--- src/rtl/rgmii_rx_clk_en_gen_if.sv ---
// RGMII receive bundle: IDDR-side GMII inputs, client byte stream outputs and in-band status.
// master = capture/client side, slave = rgmii_rx_clk_en_gen.
interface rgmii_rx_clk_en_gen_if;
  logic [7:0] gmii_rxd_in;
  logic       gmii_rx_dv_in;
  logic       gmii_rx_er_in;
  logic [7:0] client_rxd;
  logic       client_rx_dv;
  logic       client_rx_er;
  logic       client_rxc_en;
  logic       link_status;
  logic [1:0] clock_speed;
  logic       duplex_status;

  modport master (
    output gmii_rxd_in, gmii_rx_dv_in, gmii_rx_er_in,
    input  client_rxd, client_rx_dv, client_rx_er, client_rxc_en,
    input  link_status, clock_speed, duplex_status
  );

  modport slave (
    input  gmii_rxd_in, gmii_rx_dv_in, gmii_rx_er_in,
    output client_rxd, client_rx_dv, client_rx_er, client_rxc_en,
    output link_status, clock_speed, duplex_status
  );
endinterface

--- src/rtl/rgmii_rx_clk_en_gen.sv ---
// RGMII rx clock-enable generator: 1G byte pass-through, 10/100 nibble-to-byte assembly.
// Define RGMII_RX_INBAND_STATUS_EN to build the in-band link/speed/duplex decoder.
module rgmii_rx_clk_en_gen #(
  parameter int SYNC_STAGES = 2
) (
  input logic                  clk,
  input logic                  reset,
  input logic                  speed_10_100,
  input logic                  speed_100,
  rgmii_rx_clk_en_gen_if.slave rx
);

  typedef enum logic [1:0] {
    SPD_10  = 2'b00,
    SPD_100 = 2'b01,
    SPD_1G  = 2'b10
  } speed_e;

  typedef enum logic {
    PH_LOW  = 1'b0,
    PH_HIGH = 1'b1
  } phase_e;

  logic [SYNC_STAGES-1:0] sync_10_100;
  logic [SYNC_STAGES-1:0] sync_100;
  speed_e                 speed_synced;
  speed_e                 active, active_next;
  phase_e                 phase, phase_eff, phase_next;
  logic [3:0]             shadow, shadow_next;
  logic                   shadow_er, shadow_er_next;
  logic                   prev_dv, dv_rise;
  logic [7:0]             rxd_d, rxd_q;
  logic                   dv_d, dv_q, er_d, er_q, en_d, en_q;

  // NOTE: sequential state uses non-blocking assignments so every flop samples pre-edge values.
  always_ff @(posedge clk) begin
    if (reset) begin
      sync_10_100 <= '0;
      sync_100    <= '0;
    end else begin
      sync_10_100 <= {sync_10_100[SYNC_STAGES-2:0], speed_10_100};
      sync_100    <= {sync_100[SYNC_STAGES-2:0], speed_100};
    end
  end

  always_ff @(posedge clk) begin
    if (reset) begin
      active    <= SPD_1G;
      phase     <= PH_LOW;
      shadow    <= '0;
      shadow_er <= 1'b0;
      prev_dv   <= 1'b0;
      rxd_q     <= '0;
      dv_q      <= 1'b0;
      er_q      <= 1'b0;
      en_q      <= 1'b0;
    end else begin
      active    <= active_next;
      phase     <= phase_next;
      shadow    <= shadow_next;
      shadow_er <= shadow_er_next;
      prev_dv   <= rx.gmii_rx_dv_in;
      rxd_q     <= rxd_d;
      dv_q      <= dv_d;
      er_q      <= er_d;
      en_q      <= en_d;
    end
  end

  // NOTE: every always_comb output gets a default first so no path leaves a latch behind.
  always_comb begin
    speed_synced   = SPD_1G;
    dv_rise        = rx.gmii_rx_dv_in && !prev_dv;
    phase_eff      = dv_rise ? PH_LOW : phase;
    phase_next     = (phase_eff == PH_LOW) ? PH_HIGH : PH_LOW;
    shadow_next    = shadow;
    shadow_er_next = shadow_er;
    active_next    = active;
    rxd_d          = '0;
    dv_d           = 1'b0;
    er_d           = 1'b0;
    en_d           = 1'b0;

    if (sync_10_100[SYNC_STAGES-1]) begin
      speed_synced = sync_100[SYNC_STAGES-1] ? SPD_100 : SPD_10;
    end

    if (active == SPD_1G) begin
      rxd_d = rx.gmii_rxd_in;
      dv_d  = rx.gmii_rx_dv_in;
      er_d  = rx.gmii_rx_er_in;
      en_d  = 1'b1;
    end else if (phase_eff == PH_LOW) begin
      shadow_next    = rx.gmii_rxd_in[3:0];
      shadow_er_next = rx.gmii_rx_er_in;
    end else begin
      en_d = 1'b1;
      if (rx.gmii_rx_dv_in) begin
        rxd_d = {rx.gmii_rxd_in[3:0], shadow};
        dv_d  = 1'b1;
        er_d  = rx.gmii_rx_er_in | shadow_er;
      end else if (prev_dv) begin
        // Frame ended after a lone low nibble: flush it as an errored byte.
        rxd_d = {4'h0, shadow};
        dv_d  = 1'b1;
        er_d  = 1'b1;
      end else begin
        er_d  = rx.gmii_rx_er_in | shadow_er;
      end
    end

    // Speed is only switched between frames; a switch realigns the nibble phase.
    if (!rx.gmii_rx_dv_in && (speed_synced != active)) begin
      active_next    = speed_synced;
      phase_next     = PH_LOW;
      shadow_next    = '0;
      shadow_er_next = 1'b0;
    end
  end

  assign rx.client_rxd    = rxd_q;
  assign rx.client_rx_dv  = dv_q;
  assign rx.client_rx_er  = er_q;
  assign rx.client_rxc_en = en_q;

`ifdef RGMII_RX_INBAND_STATUS_EN
  logic       status_ok, prev_ok;
  logic [3:0] prev_nib;
  logic       link_q, duplex_q;
  logic [1:0] speed_q;

  assign status_ok = !rx.gmii_rx_dv_in && !rx.gmii_rx_er_in &&
                     (rx.gmii_rxd_in[3:0] == rx.gmii_rxd_in[7:4]);

  // Status is accepted only after two identical idle samples in a row.
  always_ff @(posedge clk) begin
    if (reset) begin
      prev_ok  <= 1'b0;
      prev_nib <= '0;
      link_q   <= 1'b0;
      speed_q  <= '0;
      duplex_q <= 1'b0;
    end else begin
      prev_ok  <= status_ok;
      prev_nib <= rx.gmii_rxd_in[3:0];
      if (status_ok && prev_ok && (rx.gmii_rxd_in[3:0] == prev_nib)) begin
        link_q   <= rx.gmii_rxd_in[0];
        speed_q  <= rx.gmii_rxd_in[2:1];
        duplex_q <= rx.gmii_rxd_in[3];
      end
    end
  end

  assign rx.link_status   = link_q;
  assign rx.clock_speed   = speed_q;
  assign rx.duplex_status = duplex_q;
`else
  assign rx.link_status   = 1'b0;
  assign rx.clock_speed   = 2'b00;
  assign rx.duplex_status = 1'b0;
`endif

endmodule

--- src/flat_wrapper.sv ---
// flat-port wrapper written by rule: the top's interface ports become plain ports
module rgmii_rx_clk_en_gen_flat 
#(
  parameter int SYNC_STAGES = 2
)
  (clk, reset, speed_10_100, speed_100, rx_gmii_rxd_in, rx_gmii_rx_dv_in, rx_gmii_rx_er_in, rx_client_rxd, rx_client_rx_dv, rx_client_rx_er, rx_client_rxc_en, rx_link_status, rx_clock_speed, rx_duplex_status);
  rgmii_rx_clk_en_gen_if rx_i ();
  input logic clk;
  input logic reset;
  input logic speed_10_100;
  input logic speed_100;
  input wire logic [$bits(rx_i.gmii_rxd_in)-1:0] rx_gmii_rxd_in;
  input wire logic [$bits(rx_i.gmii_rx_dv_in)-1:0] rx_gmii_rx_dv_in;
  input wire logic [$bits(rx_i.gmii_rx_er_in)-1:0] rx_gmii_rx_er_in;
  output wire logic [$bits(rx_i.client_rxd)-1:0] rx_client_rxd;
  output wire logic [$bits(rx_i.client_rx_dv)-1:0] rx_client_rx_dv;
  output wire logic [$bits(rx_i.client_rx_er)-1:0] rx_client_rx_er;
  output wire logic [$bits(rx_i.client_rxc_en)-1:0] rx_client_rxc_en;
  output wire logic [$bits(rx_i.link_status)-1:0] rx_link_status;
  output wire logic [$bits(rx_i.clock_speed)-1:0] rx_clock_speed;
  output wire logic [$bits(rx_i.duplex_status)-1:0] rx_duplex_status;
  assign rx_i.gmii_rxd_in = rx_gmii_rxd_in;
  assign rx_i.gmii_rx_dv_in = rx_gmii_rx_dv_in;
  assign rx_i.gmii_rx_er_in = rx_gmii_rx_er_in;
  assign rx_client_rxd = rx_i.client_rxd;
  assign rx_client_rx_dv = rx_i.client_rx_dv;
  assign rx_client_rx_er = rx_i.client_rx_er;
  assign rx_client_rxc_en = rx_i.client_rxc_en;
  assign rx_link_status = rx_i.link_status;
  assign rx_clock_speed = rx_i.clock_speed;
  assign rx_duplex_status = rx_i.duplex_status;
  rgmii_rx_clk_en_gen #(.SYNC_STAGES(SYNC_STAGES)) u_core (.clk(clk), .reset(reset), .speed_10_100(speed_10_100), .speed_100(speed_100), .rx(rx_i));
endmodule
--- config.mk ---
export PLATFORM = sky130hd
export DESIGN_NAME = rgmii_rx_clk_en_gen_flat
export DESIGN_NICKNAME = d
export VERILOG_FILES = /design/src/rtl/rgmii_rx_clk_en_gen_if.sv /design/src/rtl/rgmii_rx_clk_en_gen.sv /design/src/flat_wrapper.sv
export SDC_FILE = /design/constraint.sdc
export NUM_CORES = 1
export LEC_CHECK = 0
export BUFFER_PORTS_ARGS = -buffer_cell sky130_fd_sc_hd__buf_2
export CORE_AREA = 4 4 63 65
export DETAILED_ROUTE_END_ITERATION = 8
export DIE_AREA = 0 0 67 69
export HOLD_SLACK_MARGIN = 0.02
export PLACE_DENSITY = 0.49
export SYNTH_ARGS = -nofsm -noshare
export SYNTH_HDL_FRONTEND = slang
export SYNTH_SLANG_ARGS = --single-unit
--- constraint.sdc ---
create_clock -name clk -period 1.6 [get_ports clk]
set_input_delay 0.08 -clock clk [delete_from_list [all_inputs] [get_ports clk]]
set_output_delay 0.08 -clock clk [all_outputs]
set_load 0.05 [all_outputs]
==> out/metrics.yaml <==
status: "complete, no violations"
r2r-end: "u_core.rx.client_rx_er"
swShare_pct: 30.6
final.min_clock_period_ns: 1.24
synthesis.area_sq_um: 983
insertedDiodeCount: 0
routed_wl_microns: 2360
ys_ff_latch: 24
num-fill-cells: 361
min_path_cells: 3
critical_path_required_ns: 1.84
yosysSeqAreaShare_pct: 48.9
seq_area_sq_um: 480
grt_pass1_vias: 910
grt_pass1_wl_microns: 4010
drc: 0
power_leakage_nw: 0.511
layout_common_cells: "buf_2, dfxtp_1, nand2_1"
cts_buffers: 3
grt_max_degree: 16
ios: 29
routedWlPerCell_microns: 12.6
path_max_fanout: 15
slowest_stage: "dfxtp_1"
ctsResizeCount: 0
finalCritPeriodShare_pct: 77.4
multi_input_area_sq_um: 435
coreArea_sq_um: 3340
power.switching_w: 0.000347
finalSetupViolCount: 0
dr.first_iter.drc_count: 33
ant_nets: 0
reg2reg_depth: 3
grtUsageTotal_pct: 11.0
hold_violations: 0
p_per_area_nw_per_um2: 914
die_w_microns: 67
h-tree-depth: 1
hold-path-endpoint: "u_core.rx.client_rxd[1]"
finalNonFillerCells: 188
synth-warning-count: 0
synthToLayoutAreaGrowth_pct: 26.3
hold_path.startpoint: "rx_gmii_rxd_in[1]"
tns_ns: 0
root_buffer: "clkbuf_4"
cts.clk_slew.worst_paths_ns: 0.13
dp.cells: 175
min_path_type: "in -> reg"
critical_path_buf_inv_count: 0
critical_path.startpoint: "u_core.active[0]"
clockBufferDepth: 2
antenna_found_initial: 0
vdd_drop_max_v: 0.000508
hpwl_microns: 1620
fin_nets: 158
fmax_ghz: 0.807
cp_top_family: "flip-flops"
pwr-share-comb_pct: 19.5
portBuffers: 24
gp_congestion: 0.722
maxCapViolCount: 0
firstDrtPassIters: 4
reg2reg_slack_ns: 0.36
critPathKind: "reg -> reg"
vias: 857
crit_path_end_kind: "flip-flop"
synthCells: 111
drive_gt1_share_pct: 23.9
slew_violations: 0
rows: 21
p_seq_share_pct: 57.1
worstSkewPairLatency_ns: 0.31
p_int_w: 0.000788
start_util_pct: 29.5
path_cells: "nand2b_2, o21ai_0, a211oi_1"
critical_path_arrival_ns: 1.48
cts_tree: "built"
synth.distinct_cells: 27
fin_skew_ns: 0.00187
rsz0062_at_grt: "no"
viasPerCell: 4.56
clockPowerShare_pct: 23.4
syn_avg_cell_area_sq_um: 8.86
slowest_delay_ns: 0.44
dieHeight_microns: 69
rr_startpoint: "u_core.active[0]"
crit_path_start_kind: "flip-flop"
overflow: 0
cts_sinks: 24
die_area_sq_um: 4620
[metal layers]
layer,vias to the layer above,track usage (%),routed length [microns]
li1,440,-,-
met5,-,0,0
met2,25,19.3,1130
met4,0,3.38,17
met1,390,12.2,1070
met3,2,3.57,145
[cell families (layout without fill, tap and decap cells)]
family / Yosys count / count (layout) / share of synthesized area, %
flops: 24 / 24 / 48.9
mux: 1 / 1 / 1.02
simple gates: 45 / 45 / 25.2
compound gates: 25 / 25 / 15.6
xor+xnor: 1 / 1 / 0.891
other cells: 1 / 4 / 0.381
buf+inv: 14 / 42 / 8.01
[layout make-up]
cell class / instances / area share, %
tap: 46 / 4.63
timing repair buffer: 36 / 18.9
multi-input combinational: 76 / 35.0
inverter: 3 / 0.906
sequential: 24 / 38.7
clock buffer: 3 / 1.81
[worst register-to-register path: stages (launching register included)]
cell and delay (ns):
dfxtp_1 0.44, nand2b_2 0.34, o21ai_0 0.15, a211oi_1 0.24
[flip-flops by register name (all words and copies together) (netlist names)]
register / count
u_core.active: 2
u_core.phase: 1
u_core.prev_dv: 1
u_core.rx.client_rx_dv: 1
u_core.rx.client_rx_er: 1
u_core.rx.client_rxc_en: 1
u_core.rx.client_rxd: 8
u_core.shadow: 4
u_core.shadow_er: 1
u_core.sync_100: 2
u_core.sync_10_100: 2
[synth_stat cells]
cell,number,area [sq um]
xnor2_1,1,8.76
a31oi_1,5,31.3
buf_4,6,45.0
nand3b_1,1,7.51
dfxtp_1,24,480
a211oi_2,1,12.5
nor3b_1,1,7.51
and2b_2,1,8.76
nand3_1,10,50.1
o211ai_1,5,37.5
o21ai_0,1,5.00
nor2b_1,7,43.8
mux2i_1,1,10.0
clkbuf_1,1,3.75
nand2b_1,1,6.26
buf_1,1,3.75
a211oi_1,1,7.51
nor2_1,1,3.75
nor4b_2,1,15.0
buf_2,3,15.0
conb_1,1,3.75
inv_1,3,11.3
nand2b_2,2,17.5
nand2_1,15,56.3
a21oi_1,12,60.1
nand4_1,4,25.0
and3_1,1,6.26
[worst max path at each step]
stage | to | slack (ns) | cells past startpoint
2_1_floorplan | u_core.shadow[2] | 0.55 | 4
4_1_cts | u_core.rx.client_rx_er | 0.34 | 3
3_5_place_dp | u_core.rx.client_rx_er | 0.37 | 3
3_3_place_gp | u_core.rx.client_rx_er | 0.42 | 3
6_report | u_core.rx.client_rx_er | 0.36 | 3
5_1_grt | u_core.rx.client_rx_er | 0.18 | 3
[power groups by stage]
stage | Clock (W) | Sequential (W) | Combinational, W
after floorplan | 0 | 0.000715 | 0.000102
after global placement | 0 | 0.000660 | 0.000202
after detailed placement | 0 | 0.000662 | 0.000203
after CTS | 0.000281 | 0.000649 | 0.000220
after global routing | 0.000306 | 0.000653 | 0.000239
final | 0.000266 | 0.000649 | 0.000221
[timing repair]
action / 4_1_cts / 5_1_grt
hold endpoints to repair: 9 / 1
setup buffers: 0 / 0
hold buffers: 9 / 1
[metrics by stage]
stage / area [sq um] / util, % / power, W / setup WS, ns / hold slack [ns]
after floorplan: 995 / - / 0.000817 / 0.549 / 0.172
after global placement: 1120 / 33.6 / 0.000863 / 0.421 / 0.294
after detailed placement: 1120 / 33.6 / 0.000865 / 0.369 / 0.296
after CTS: 1230 / 36.9 / 0.00115 / 0.341 / 0.0201
after global routing: 1240 / 37.2 / 0.00120 / 0.182 / 0.0418
final: 1240 / 37.2 / 0.00114 / 0.361 / 0.0365
Power figures use the tool's default switching activity.
